==> src/rtl/serial_pkg.sv <==
// Shared definitions for the single-bit serial link blocks: FSM state
// encoding, the idle level of the line and a counter-width helper.
package serial_pkg;

   typedef enum logic [1:0] {
      IDLE  = 2'd0,
      START = 2'd1,
      DATA  = 2'd2,
      STOP  = 2'd3
   } state_t;

   localparam logic LINE_IDLE = 1'b1;

   // Counter width for a modulus of n, never narrower than one bit.
   function automatic int cnt_width(input int n);
      return (n > 1) ? $clog2(n) : 1;
   endfunction

endpackage

==> src/rtl/serial_bit_tx_bit_timer.sv <==
// Bit-period timer: counts clk cycles while enabled and flags the last
// cycle of each bit period. The FSM clears it when a word is accepted so
// every frame starts on a fresh bit period.
module bit_timer
   import serial_pkg::*;
#(
   parameter int BIT_CYCLES = 4
) (
   input  logic clk,
   input  logic rst,
   input  logic i_en,
   input  logic i_clr,
   output logic o_bit_end
);

   localparam int CNT_W = cnt_width(BIT_CYCLES);
   localparam logic [CNT_W-1:0] CNT_MAX = CNT_W'(BIT_CYCLES - 1);

   logic [CNT_W-1:0] r_bit_cnt;
   logic             w_at_max;

   assign w_at_max  = (r_bit_cnt == CNT_MAX);
   assign o_bit_end = i_en & w_at_max;

   // Cycle counter within a bit, wrapping to 0 on each bit boundary.
   always_ff @(posedge clk) begin
      if (rst || i_clr) begin
         r_bit_cnt <= '0;
      end else if (i_en) begin
         if (w_at_max) begin
            r_bit_cnt <= '0;
         end else begin
            r_bit_cnt <= r_bit_cnt + CNT_W'(1);
         end
      end
   end

endmodule

==> src/rtl/serial_bit_tx.sv <==
// Framed serial transmitter: takes a parallel word on a valid/ready
// handshake and sends start bit (0), DATA_W data bits LSB-first and a stop
// bit (1), each held for BIT_CYCLES clocks. All outputs are registers
// loaded from the next-state decode, so nothing reaches the pins
// combinationally from the inputs and the line never glitches.
module serial_bit_tx
   import serial_pkg::*;
#(
   parameter int DATA_W     = 8,
   parameter int BIT_CYCLES = 4
) (
   input  logic              clk,
   input  logic              rst,
   input  logic [DATA_W-1:0] tx_data,
   input  logic              tx_valid,
   output logic              tx_ready,
   output logic              out,
   output logic              busy,
   output logic              done
);

   localparam int IDX_W = cnt_width(DATA_W);
   localparam logic [IDX_W-1:0] IDX_LAST = IDX_W'(DATA_W - 1);

   state_t            r_state;
   state_t            w_state_nxt;
   logic [DATA_W-1:0] r_shift;
   logic [DATA_W-1:0] w_shift_nxt;
   logic [IDX_W-1:0]  r_idx;
   logic [IDX_W-1:0]  w_idx_nxt;
   logic              w_accept;
   logic              w_bit_end;
   logic              w_timer_en;
   logic              w_done_nxt;
   logic              w_out_nxt;
   logic              r_out;
   logic              r_ready;
   logic              r_busy;
   logic              r_done;

   // tx_ready is high exactly when the registered state is IDLE.
   assign w_accept   = tx_valid & r_ready;
   assign w_timer_en = (r_state != IDLE);

   bit_timer #(
      .BIT_CYCLES(BIT_CYCLES)
   ) u_bit_timer (
      .clk      (clk),
      .rst      (rst),
      .i_en     (w_timer_en),
      .i_clr    (w_accept),
      .o_bit_end(w_bit_end)
   );

   // State register; reset (also mid-frame) drops straight back to IDLE.
   always_ff @(posedge clk) begin
      if (rst) begin
         r_state <= IDLE;
      end else begin
         r_state <= w_state_nxt;
      end
   end

   // Next-state, shift register and bit-index update, plus done request.
   always_comb begin
      w_state_nxt = r_state;
      w_shift_nxt = r_shift;
      w_idx_nxt   = r_idx;
      w_done_nxt  = 1'b0;
      case (r_state)
         IDLE: begin
            if (w_accept) begin
               w_state_nxt = START;
               w_shift_nxt = tx_data;
            end
         end
         START: begin
            if (w_bit_end) begin
               w_state_nxt = DATA;
               w_idx_nxt   = '0;
            end
         end
         DATA: begin
            if (w_bit_end) begin
               if (r_idx == IDX_LAST) begin
                  w_state_nxt = STOP;
               end else begin
                  w_idx_nxt   = r_idx + IDX_W'(1);
                  w_shift_nxt = r_shift >> 1;
               end
            end
         end
         STOP: begin
            if (w_bit_end) begin
               w_state_nxt = IDLE;
               w_done_nxt  = 1'b1;
            end
         end
         default: begin
            w_state_nxt = IDLE;
         end
      endcase
   end

   // Line level for the state being entered, so out changes on the same
   // edge as the state.
   always_comb begin
      w_out_nxt = LINE_IDLE;
      case (w_state_nxt)
         START:   w_out_nxt = 1'b0;
         DATA:    w_out_nxt = w_shift_nxt[0];
         default: w_out_nxt = LINE_IDLE;
      endcase
   end

   // Shift register holds the word only; the bit index is a counter and resets.
   always_ff @(posedge clk) begin
      r_shift <= w_shift_nxt;
      if (rst) begin
         r_idx <= '0;
      end else begin
         r_idx <= w_idx_nxt;
      end
   end

   // Registered output decode.
   always_ff @(posedge clk) begin
      if (rst) begin
         r_out   <= LINE_IDLE;
         r_ready <= 1'b1;
         r_busy  <= 1'b0;
         r_done  <= 1'b0;
      end else begin
         r_out   <= w_out_nxt;
         r_ready <= (w_state_nxt == IDLE);
         r_busy  <= (w_state_nxt != IDLE);
         r_done  <= w_done_nxt;
      end
   end

   assign out      = r_out;
   assign tx_ready = r_ready;
   assign busy     = r_busy;
   assign done     = r_done;

endmodule

==> config.mk <==
export PLATFORM = sky130hd
export DESIGN_NAME = serial_bit_tx
export DESIGN_NICKNAME = d
export VERILOG_FILES = /design/src/rtl/serial_pkg.sv /design/src/rtl/serial_bit_tx_bit_timer.sv /design/src/rtl/serial_bit_tx.sv
export SDC_FILE = /design/constraint.sdc
export NUM_CORES = 1
export LEC_CHECK = 0
export BUFFER_PORTS_ARGS = -buffer_cell sky130_fd_sc_hd__buf_2
export CAP_MARGIN = 20
export CORE_MARGIN = 8
export CORE_UTILIZATION = 52
export CTS_CLUSTER_SIZE = 24
export DETAILED_ROUTE_END_ITERATION = 12
export HOLD_SLACK_MARGIN = 0.15
export PLACE_DENSITY = 0.75
export SLEW_MARGIN = 25
export SYNTH_ARGS = -nofsm -noshare
export SYNTH_HDL_FRONTEND = slang
export SYNTH_SLANG_ARGS = --single-unit
==> constraint.sdc <==
create_clock -name clk -period 2.2 [get_ports clk]
set_input_delay 0.11 -clock clk [delete_from_list [all_inputs] [get_ports clk]]
set_output_delay 0.11 -clock clk [all_outputs]
set_load 0.01 [all_outputs]
==> impl_metrics.csv, run 1 <==
group,metric,value,unit
pwr,pwr-share-comb,0.138,
floorplan,fp.coreArea,1510,um^2
synthesis,ffs_latches_synth,19,
sta,report.final.hold_viol_count,0,
worst_setup_path,timing.rr.start,"r_idx[0]$_SDFFE_PP0P_",
global_route,grt_first_pass_wirelength,2.62,mm
synthesis,synthDistinctLibCells,32,
synthesis,syn_inst,72,
synthesis,synth_simple_gate_area_frac,0.182,
worst_setup_path,worst-path-max-fanout,9,
worst_setup_path,r2r_setup_slack,0.38,ns
min_path,hold_class,"reg2reg",
sta,worst_clock_skew,0.00786,ns
clocking,htree_levels,1,
synthesis,yosys-mux-area-fraction,0.0358,
clocking,tritoncts,"yes",
floorplan,dieArea,3150,um^2
placed_design,place.detailed.hpwl,1.07,mm
synthesis,synth-warning-count,0,
global_route,total_gr_overflow,0,
pwr,power.clock.fraction,0.259,
finish,layout.core_utilization,0.684,
clocking,clock_pin_transition_on_the_worst_setup_and_hold_timing_paths,0.11,ns
pwr,p_sw,0.161,mW
sta,worst_hold_slack,0.466,ns
finish,stdcell_area,1030,um^2
pwr,power.share.sequential,0.603,
sta,relSlewSlack,0.770,
pwr,leakage,0.460,nW
synthesis,synth_sequential_area_ratio,0.537,
worst_setup_path,critPathRequiredTime,2.41,ns
placed_design,finalWeightedCongestion,0.727,
synthesis,synth_area,838,um^2
worst_setup_path,worst-endpoint-arrival,2.02,ns
pwr,switching_share,0.240,
synthesis,syn_area_per_cell,11.6,um^2
worst_setup_path,cp_cell_sequence,"ha_1 > ha_1 > and4bb_1 > or2_4 > o21ai_2 > o21ba_1",
run,max_cap_violations,0,
clocking,tritoncts_num_sinks,19,
detailed_routing,number_of_nets_still_failing_antenna_checks_after_routing,0,
worst_setup_path,timing.critical_path.mode_cell,"ha_1",
worst_setup_path,critical_path.reg2reg.endpoint,"out$_SDFF_PP1_",
worst_setup_path,ff2ff_path_depth,6,
worst_setup_path,slowest_stage,"and4bb_1",
detailed_routing,totalWireLength,1.56,mm
sta,period_minus_slack,1.82,ns
sta,setup_violations,0,
synthesis,synth_xor_xnor_area_share,0,
clocking,tritoncts.num_buffers,3,
sta,achievable-frequency,551,MHz
worst_setup_path,start_kind,"flip-flop",
clocking,cts-root-to-sink-buffers,2,
global_route,gr-usage-all-layers,0.0986,
sta,worstMarginPinSlew,0.345,ns
synthesis,main_combinational_cell_family_by_area_after_synthesis,"simple AND/OR/NAND/NOR gates",
synthesis,post_synth_fa_ha_maj_area_fraction,0.0448,
detailed_routing,drt_iter0_drc,2,
placed_design,placement.io_buffers,14,
min_path,worst_hold_path_stage_count,2,
clocking,cts_repair_resize_count,0,
synthesis,synth_compound_area_frac,0.152,
finish,antennaDiodeCount,0,
synthesis,mappedNetlistNets,86,
min_path,min_delay_worst_endpoint,"r_shift[0]$_DFF_P_",
finish,fin_nets,111,
global_route,grt_antenna_before_repair,0,
floorplan,die_height,56.2,um
detailed_routing,drt_pass1_iterations,4,
worst_setup_path,worstSetupEndpointType,"flip-flop",
worst_setup_path,crit_type,"reg2reg",
pwr,power_report.internal_total,0.511,mW
clocking,worstSkewPairLatency,0.30,ns
floorplan,die_x,56.2,um
sta,rsz0062_at_grt,"no",
finish,flow.area_growth_from_synthesis,23.0,%
floorplan,floorplan.rows,14,
finish,post_route_cells_drive_above_1_share,0.229,
floorplan,boundaryPins,15,
detailed_routing,vias_per_cell,5.49,
global_route,grt_start_max_net_pins,14,
detailed_routing,remaining_drc_errors,0,
clocking,cts_root_buf,"clkbuf_4",
sta,min_period_over_period,0.825,
placed_design,placement.cell_area,903,um^2
detailed_routing,routedWlPerCell,13.9,um
global_route,grt_pass1_vias,595,
worst_setup_path,critical_path.max_stage_delay,0.48,ns
floorplan,floorplan.initialDensity,0.556,
pwr,power_per_cell_area,652,nW/um^2
pwr,vdd_drop_max,0.529,mV
min_path,holdCritStartpoint,"r_shift[0]$_DFF_P_",
outcome,outcome,"finished clean",
sta,setup_total_negative_slack,0,ns
sta,maxSlewViolCount,0,
detailed_routing,detailroute.via_count,615,
[power groups by stage]
stage	sequential, mW	clock [mW]	combinational, mW
4_1_cts	0.405	0.179	0.0932
3_5_place_dp	0.413	0	0.0794
3_3_place_gp	0.413	0	0.0775
2_1_floorplan	0.410	0	0.0553
6_report	0.405	0.174	0.0926
5_1_grt	0.408	0.195	0.103
[layer usage]
layer / GRT usage / share of wire
met1: 0.124 / 0.49
met2: 0.152 / 0.44
met3: 0.0342 / 0.060
met4: 0.0309 / 0.011
met5: 0 / 0
[repair_timing]
| action | CTS | global route |
|---|---|---|
| endpoints found under the hold margin | 16 | 0 |
| buffers inserted | 0 | 0 |
| setup endpoints to repair | 0 | 0 |
| hold buffers | 10 | 0 |
[cells in the final DEF, fill, tap and decap left out]
cell type,instances
buf_2,14
dfxtp_1,12
dlygate4sd3_1,10
edfxtp_1,7
a22o_1,6
nor2_1,6
a21oi_1,3
mux2i_1,3
ha_1,3
clkbuf_4,3
inv_1,2
and4b_1,2
nand2_1,2
nor3_1,2
nor2b_1,2
and3b_1,2
nor4bb_1,1
and4bb_1,1
or2_4,1
a22oi_1,1
o21ai_2,1
and2_1,1
o21ai_0,1
a21o_1,1
nor3_2,1
nor3b_1,1
o21ai_1,1
a21bo_1,1
nand3b_1,1
o21ba_1,1
a31oi_1,1
clkinv_2,1
buf_4,1
[cells in the mapped netlist, drive strengths merged]
master | n | area, um^2
and4bb | 1 | 12.5
o21ai | 3 | 18.8
clkbuf | 1 | 3.75
ha | 3 | 37.5
edfxtp | 7 | 210
nand3b | 1 | 7.51
o21ba | 1 | 10.0
nor4bb | 1 | 10.0
a22o | 6 | 52.6
a21bo | 1 | 10.0
a21o | 1 | 7.51
and3b | 2 | 17.5
inv | 2 | 7.51
dfxtp | 12 | 240
buf | 4 | 28.8
a21oi | 3 | 15.0
or2 | 1 | 8.76
mux2i | 3 | 30.0
nor2 | 6 | 22.5
and2 | 1 | 6.26
nand2 | 2 | 7.51
nor3 | 3 | 20.0
and4b | 2 | 20.0
a31oi | 1 | 6.26
nor2b | 2 | 12.5
nor3b | 1 | 7.51
a22oi | 1 | 7.51
[sequential cells by signal (all words and copies together) (netlist names)]
name,flops
r_shift,8
busy,1
r_idx,3
out,1
u_bit_timer.r_bit_cnt,2
r_state,2
tx_ready,1
done,1
[stage by stage]
step	instances	setup slack [ns]	power (mW)
after floorplan	72	0.629	0.466
after global placement	98	0.447	0.490
after detailed placement	98	0.400	0.493
after CTS	112	0.398	0.677
after global routing	112	0.304	0.706
final	112	0.384	0.672
[final cells by class]
type | count | area, um^2
inverter | 2 | 7.51
tap | 16 | 20.0
fill | 121 | 475
sequential | 19 | 450
clock buffer | 3 | 22.5
timing repair buffer | 25 | 178
multi-input combinational | 46 | 348
clock inverter | 1 | 5.00
[worst max-delay path by stage]
stage / start / end / slack [ns]
finish: r_idx[0]$_SDFFE_PP0P_ / out$_SDFF_PP1_ / 0.38
global route: r_idx[0]$_SDFFE_PP0P_ / out$_SDFF_PP1_ / 0.30
CTS: r_idx[0]$_SDFFE_PP0P_ / out$_SDFF_PP1_ / 0.40
detailed placement: r_idx[0]$_SDFFE_PP0P_ / out$_SDFF_PP1_ / 0.40
global placement: r_idx[0]$_SDFFE_PP0P_ / out$_SDFF_PP1_ / 0.45
floorplan: r_idx[0]$_SDFFE_PP0P_ / out$_SDFF_PP1_ / 0.63
[cell families after synthesis]
kind of cell | after synthesis
simple gates | 23
flops | 19
compound gates | 17
buf+inv | 7
mux | 3
fa+ha+maj | 3
[critical path, delay by kind of cell, from the launching register on]
family                     cells  cell delay [ns]
and+or+nand+nor                2             0.73
adders and majority gates      2             0.40
AOI/OAI and AO/OA              2             0.25
DFF                            1             0.34
Power figures use the tool's default switching activity.
==> run 2: changes to the inputs <==
CORE_UTILIZATION = 47   (was 52)
PLACE_DENSITY = 0.72   (was 0.75)
clock period = 1.6 ns   (was 2.2 ns; I/O delays follow)
==> run 2 against run 1 <==
Hold slack about the same; routed wire length increased by 4.7%; total power increased by 37%; sequential power increased by 36%; clock skew decreased by 0.0031 ns; register-to-register slack got worse by 0.35 ns; core utilization decreased by 3.7 points; critical path depth unchanged; clock power increased by 33%; critical path type unchanged; largest cell class unchanged; largest power group unchanged.
==> impl_metrics.csv, run 2 (same netlist as run 1, synthesis figures left out) <==
group,metric,value,unit
outcome,outcome,"finished clean",
finish,nFillCells,146,
sta,rsz0062_at_grt,"no",
floorplan,floorplan.rows,15,
detailed_routing,drt_pass1_iterations,4,
finish,layout.core_utilization,0.647,
worst_setup_path,critical_path.reg2reg.endpoint,"out$_SDFF_PP1_",
clocking,clock_pin_transition_on_the_worst_setup_and_hold_timing_paths,0.10,ns
clocking,htree_levels,1,
detailed_routing,remaining_drc_errors,0,
clocking,tritoncts.num_buffers,3,
clocking,tritoncts_num_sinks,19,
global_route,total_gr_overflow,0,
worst_setup_path,family_of_cells_with_the_greatest_summed_delay_on_the_critical_path,"simple AND/OR/NAND/NOR gates",
sta,report.final.hold_viol_count,0,
sta,setup_total_negative_slack,0,ns
placed_design,placement.cell_area,952,um^2
placed_design,finalWeightedCongestion,0.708,
pwr,design_power_total,0.923,mW
sta,relSlewSlack,0.773,
finish,final_common_cell,"buf_2",
worst_setup_path,start_kind,"flip-flop",
sta,achievable-frequency,640,MHz
worst_setup_path,critical_path.max_stage_delay,0.34,ns
worst_setup_path,ff2ff_path_depth,6,
global_route,grt_first_pass_wirelength,2.64,mm
detailed_routing,detailroute.via_count,624,
finish,flow.area_growth_from_synthesis,31.8,%
detailed_routing,routedWlPerCell,12.9,um
sta,worst_clock_skew,0.00479,ns
pwr,power_report.internal_total,0.708,mW
clocking,tritoncts,"yes",
sta,worst_hold_slack,0.467,ns
min_path,hold_class,"reg2reg",
clocking,cts-root-to-sink-buffers,2,
worst_setup_path,crit_type,"reg2reg",
global_route,grt_antenna_before_repair,0,
pwr,switching_share,0.233,
run,max_cap_violations,0,
worst_setup_path,r2r_setup_slack,0.04,ns
global_route,grt_pass1_vias,605,
worst_setup_path,timing.rr.start,"r_idx[0]$_SDFFE_PP0P_",
pwr,vdd_drop_max,0.687,mV
detailed_routing,totalWireLength,1.63,mm
detailed_routing,drt_iter0_drc,14,
placed_design,place.detailed.hpwl,1.07,mm
floorplan,floorplan.initialDensity,0.491,
worst_setup_path,slowest_stage,"dfxtp_2",
finish,largest_register_ff_count,8,
floorplan,fp.coreArea,1710,um^2
worst_setup_path,worst-path-max-fanout,8,
sta,maxSlewViolCount,0,
global_route,gr-usage-all-layers,0.100,
floorplan,die_height,58.2,um
placed_design,placement.io_buffers,14,
finish,highest_count_cells_in_the_layout_ignoring_fill_and_taps,"14 x buf_2, 10 x dfxtp_1, 10 x dlygate4sd3_1",
finish,layout_top_registers,"r_shift x8, r_idx x3",
pwr,power.share.sequential,0.598,
clocking,worstSkewPairLatency,0.29,ns
clocking,cts_root_buf,"clkbuf_4",
pwr,power_per_cell_area,835,nW/um^2
pwr,p_sw,0.215,mW
worst_setup_path,worstSetupEndpointType,"flip-flop",
detailed_routing,number_of_nets_still_failing_antenna_checks_after_routing,0,
floorplan,dieArea,3390,um^2
sta,setup_violations,0,
finish,antennaDiodeCount,0,
min_path,min_delay_worst_endpoint,"r_shift[0]$_DFF_P_",
pwr,power.clock.fraction,0.251,
min_path,holdCritStartpoint,"r_shift[0]$_DFF_P_",
global_route,grt_start_max_net_pins,12,
pwr,pwr-share-comb,0.151,
finish,stdcell_area,1100,um^2
floorplan,boundaryPins,15,
sta,period_minus_slack,1.56,ns
finish,post_route_cells_drive_above_1_share,0.324,
worst_setup_path,worst-endpoint-arrival,1.80,ns
finish,largest_register_by_flop_count,"r_shift",
detailed_routing,vias_per_cell,4.91,
sta,worstMarginPinSlew,0.338,ns
sta,min_period_over_period,0.976,
worst_setup_path,critPathRequiredTime,1.84,ns
finish,fin_nets,117,
min_path,worst_hold_path_stage_count,2,
worst_setup_path,cp_cell_sequence,"ha_2 > ha_4 > and4bb_2 > or2_4 > o21ai_2 > o21ba_1",
worst_setup_path,critical_path_buf_inv_count,0,
floorplan,die_x,58.2,um
pwr,leakage,0.484,nW
run 2: changes by cell type in the layout (fill, tap and decap cells not counted), sizes merged:
| cell | before | now |
|---|---|---|
| buf | 15 | 21 |
run 2: final cells by class:
class                      count  area, um^2  area share
sequential                    19         453       0.410
timing repair buffer          31         223       0.202
clock inverter                 1        5.00     0.00453
tap                           25        31.3      0.0283
multi-input combinational     46         363       0.328
inverter                       2        7.51     0.00680
clock buffer                   3        22.5      0.0204
run 2: worst max path at each step:
stage | end | startpoint | slack [ns] | depth (start not counted)
5_1_grt | out$_SDFF_PP1_ | r_idx[1]$_SDFFE_PP0P_ | 0.002 | 6
3_5_place_dp | out$_SDFF_PP1_ | r_idx[0]$_SDFFE_PP0P_ | -0.01 | 6
4_1_cts | out$_SDFF_PP1_ | r_idx[0]$_SDFFE_PP0P_ | 0.003 | 6
2_1_floorplan | out$_SDFF_PP1_ | r_idx[0]$_SDFFE_PP0P_ | 0.03 | 7
3_3_place_gp | out$_SDFF_PP1_ | r_idx[0]$_SDFFE_PP0P_ | 0.04 | 6
6_report | out$_SDFF_PP1_ | r_idx[0]$_SDFFE_PP0P_ | 0.04 | 6
run 2: power groups by stage:
stage                     clock, mW  combinational (mW)  sequential, mW
after floorplan                   0              0.0760           0.564
after global placement            0               0.120           0.562
after detailed placement          0               0.121           0.563
after CTS                     0.239               0.140           0.552
after global routing          0.263               0.153           0.555
final                         0.232               0.139           0.552
run 2: through the flow:
stage          instances  setup WS [ns]
2_1_floorplan         72         0.0286
3_3_place_gp         112         0.0428
3_5_place_dp         112        -0.0134
4_1_cts              127        0.00334
5_1_grt              127        0.00208
6_report             127         0.0386
run 2: repair_timing:
item                       in CTS  in global routing
setup endpoints to repair       1                  1
gates cloned                    0                  0
hold endpoints to repair       17                  0
buffers inserted                1                  0
resized for setup               0                  6
hold buffers                   10                  0
pin swaps                       2                  4
run 2: routing by layer:
metal  share of wire  wire (um)  vias to the layer above  GRT usage
met4          0.0073         12                        0     0.0524
met2            0.46        748                       15      0.151
met5               0          0                        -          0
met3           0.047         77                        2     0.0331
li1                -          -                      327          -
met1            0.49        796                      280      0.122
run 2: worst min-delay path, delay by kind of cell (launching register included):
kind                   cells  cell delay, ns
AO/OA/AOI/OAI              1            0.06
buffers and inverters      1            0.06
flip-flops                 1            0.31
==> run 3: changes to the inputs <==
CELL_PAD_IN_SITES_DETAIL_PLACEMENT = 1   (was not set)
CELL_PAD_IN_SITES_GLOBAL_PLACEMENT = 2   (was not set)
CORE_MARGIN = 2   (was 8)
CORE_UTILIZATION = 31   (was 47)
PLACE_DENSITY = not set   (was 0.72)
PLACE_DENSITY_LB_ADDON = 0.1   (was not set)
==> run 3 against run 2 <==
Clock power grew 3%; die area down 7.5%; sequential share of layout area down 2.0 points; count of clock-buffer cells in the layout is the same; first-iteration DRC count shrank 64%; global-route usage grew 2.2 points; total power rose by 2.2%; setup slack lost 0.026 ns; core utilization shrank 19 points.
==> impl_metrics.csv, run 3 (same netlist as run 1, synthesis figures left out) <==
group,metric,value,unit
worst_setup_path,r2r_setup_slack,0.01,ns
min_path,hold_class,"reg2reg",
sta,period_minus_slack,1.59,ns
worst_setup_path,cp_cell_sequence,"ha_4 > ha_4 > and4bb_2 > or2_4 > buf_12",
finish,largest_register_ff_count,8,
finish,post_route_cells_drive_above_1_share,0.362,
pwr,p_sw,0.228,mW
sta,worst_hold_slack,0.464,ns
worst_setup_path,timing.critical_path.mode_cell,"ha_4",
finish,largest_register_by_flop_count,"r_shift",
clocking,tritoncts,"yes",
floorplan,dieArea,3140,um^2
min_path,min_delay_worst_endpoint,"r_shift[0]$_DFF_P_",
worst_setup_path,worst-endpoint-arrival,1.62,ns
worst_setup_path,worst-path-max-fanout,5,
sta,report.final.hold_viol_count,0,
finish,stdcell_area,1160,um^2
sta,maxSlewViolCount,0,
detailed_routing,remaining_drc_errors,0,
min_path,holdCritStartpoint,"r_shift[0]$_DFF_P_",
sta,rsz0062_at_grt,"yes",
detailed_routing,totalWireLength,1.80,mm
global_route,gr-usage-all-layers,0.122,
outcome,outcome,"finished clean",
worst_setup_path,critical_path.max_stage_delay,0.35,ns
detailed_routing,number_of_nets_still_failing_antenna_checks_after_routing,0,
worst_setup_path,slowest_stage,"dfxtp_2",
worst_setup_path,critical_path_buf_inv_count,1,
finish,final_cells,135,
pwr,vdd_drop_max,0.785,mV
worst_setup_path,start_kind,"flip-flop",
clocking,worstSkewPairLatency,0.29,ns
placed_design,place.detailed.hpwl,1.25,mm
finish,final_common_cell,"buf_2",
placed_design,dpl.cell_count,118,
worst_setup_path,ff2ff_path_depth,5,
worst_setup_path,worstSetupEndpointType,"flip-flop",
global_route,grt_pass1_vias,620,
pwr,power_report.internal_total,0.715,mW
detailed_routing,drt_pass1_iterations,3,
sta,setup_violations,0,
worst_setup_path,timing.rr.start,"r_idx[0]$_SDFFE_PP0P_",
sta,relSlewSlack,0.762,
global_route,grt_start_max_net_pins,12,
clocking,cts-root-to-sink-buffers,2,
global_route,grt_antenna_before_repair,0,
worst_setup_path,critPathRequiredTime,1.63,ns
pwr,leakage,0.501,nW
run,max_cap_violations,0,
min_path,worst_hold_path_stage_count,2,
worst_setup_path,family_of_cells_with_the_greatest_summed_delay_on_the_critical_path,"simple AND/OR/NAND/NOR gates",
clocking,tritoncts.num_buffers,3,
placed_design,placement.io_buffers,14,
sta,worst_clock_skew,0.00350,ns
floorplan,boundaryPins,15,
finish,layout_top_registers,"r_shift x8, r_idx x3",
pwr,power.share.sequential,0.587,
global_route,grt_first_pass_wirelength,2.92,mm
sta,worstMarginPinSlew,0.354,ns
floorplan,floorplan.rows,18,
worst_setup_path,crit_type,"reg2reg",
clocking,clock_pin_transition_on_the_worst_setup_and_hold_timing_paths,0.11,ns
global_route,total_gr_overflow,0,
placed_design,finalWeightedCongestion,0.691,
pwr,design_power_total,0.943,mW
pwr,switching_share,0.242,
detailed_routing,drt_iter0_drc,5,
clocking,cts_root_buf,"clkbuf_4",
finish,highest_count_cells_in_the_layout_ignoring_fill_and_taps,"14 x buf_2, 10 x dfxtp_1, 10 x dlygate4sd3_1",
placed_design,placement.cell_area,966,um^2
clocking,tritoncts_num_sinks,19,
sta,min_period_over_period,0.992,
pwr,pwr-share-comb,0.158,
finish,antennaDiodeCount,0,
pwr,power.clock.fraction,0.255,
finish,flow.area_growth_from_synthesis,38.7,%
clocking,htree_levels,1,
floorplan,fp.coreArea,2520,um^2
floorplan,floorplan.initialDensity,0.332,
finish,fin_nets,120,
floorplan,die_x,56,um
sta,achievable-frequency,630,MHz
pwr,power_per_cell_area,811,nW/um^2
worst_setup_path,critical_path.reg2reg.endpoint,"r_shift[5]$_DFFE_PP_",
detailed_routing,detailroute.via_count,637,
detailed_routing,vias_per_cell,4.72,
floorplan,die_height,56,um
detailed_routing,routedWlPerCell,13.4,um
[run 3: changes by cell type in the layout (fill, tap and decap cells not counted)]
cell,before,now
ha_4,1,2
buf_4,7,9
ha_1,1,0
a21oi_1,3,2
buf_12,0,1
a21oi_2,0,1
[run 3: power by group through the flow]
stage          logic, mW  clock network, mW  registers [mW]
2_1_floorplan     0.0760                  0           0.564
3_3_place_gp       0.116                  0           0.565
3_5_place_dp       0.119                  0           0.566
4_1_cts            0.150              0.256           0.554
5_1_grt            0.163              0.278           0.558
6_report           0.149              0.240           0.554
[run 3: stage by stage]
stage	util	TNS, ns	setup WS (ns)
floorplan	-	0	0.0286
global placement	0.383	-0.0117	-0.0117
detailed placement	0.383	-0.130	-0.0879
CTS	0.455	0	0.0121
global route	0.461	-0.197	-0.0429
finish	0.461	0	0.0123
[run 3: final cells by class]
type	count	area (um^2)
flip-flops and latches	19	453
fillers	298	1360
inverters	2	7.51
multi-input cells	46	379
well taps	30	37.5
clock inverters	1	5.00
clock buffers	3	22.5
repair buffers	34	258
[run 3: how the worst max path moves through the flow]
| stage | slack (ns) | end | cells past startpoint | startpoint |
|---|---|---|---|---|
| 6_report | 0.01 | r_shift[5]$_DFFE_PP_ | 5 | r_idx[0]$_SDFFE_PP0P_ |
| 5_1_grt | -0.04 | r_shift[2]$_DFFE_PP_ | 5 | r_idx[0]$_SDFFE_PP0P_ |
| 4_1_cts | 0.01 | r_shift[2]$_DFFE_PP_ | 5 | r_idx[0]$_SDFFE_PP0P_ |
| 3_5_place_dp | -0.09 | out$_SDFF_PP1_ | 6 | r_idx[0]$_SDFFE_PP0P_ |
| 3_3_place_gp | -0.01 | out$_SDFF_PP1_ | 6 | r_idx[0]$_SDFFE_PP0P_ |
| 2_1_floorplan | 0.03 | out$_SDFF_PP1_ | 7 | r_idx[0]$_SDFFE_PP0P_ |
[run 3: worst reg2reg max path: stages, from the launching register on]
cell      delay (ns)
dfxtp_2         0.35
ha_4            0.16
ha_4            0.16
and4bb_2        0.35
or2_4           0.19
buf_12          0.12
[run 3: what timing repair did]
item | in CTS | in global routing
hold buffers | 10 | 0
gates resized for setup | 7 | 2
buffers inserted | 2 | 1
hold endpoints to repair | 17 | 0
endpoints found under the setup margin | 8 | 5
pin swaps | 3 | 3
[run 3: layer usage]
metal | vias up | GRT usage | part of all wire
li1 | 330 | - | -
met1 | 296 | 0.163 | 0.50
met2 | 9 | 0.193 | 0.46
met3 | 2 | 0.0419 | 0.033
met4 | 0 | 0.0204 | 0.0055
met5 | - | 0 | 0
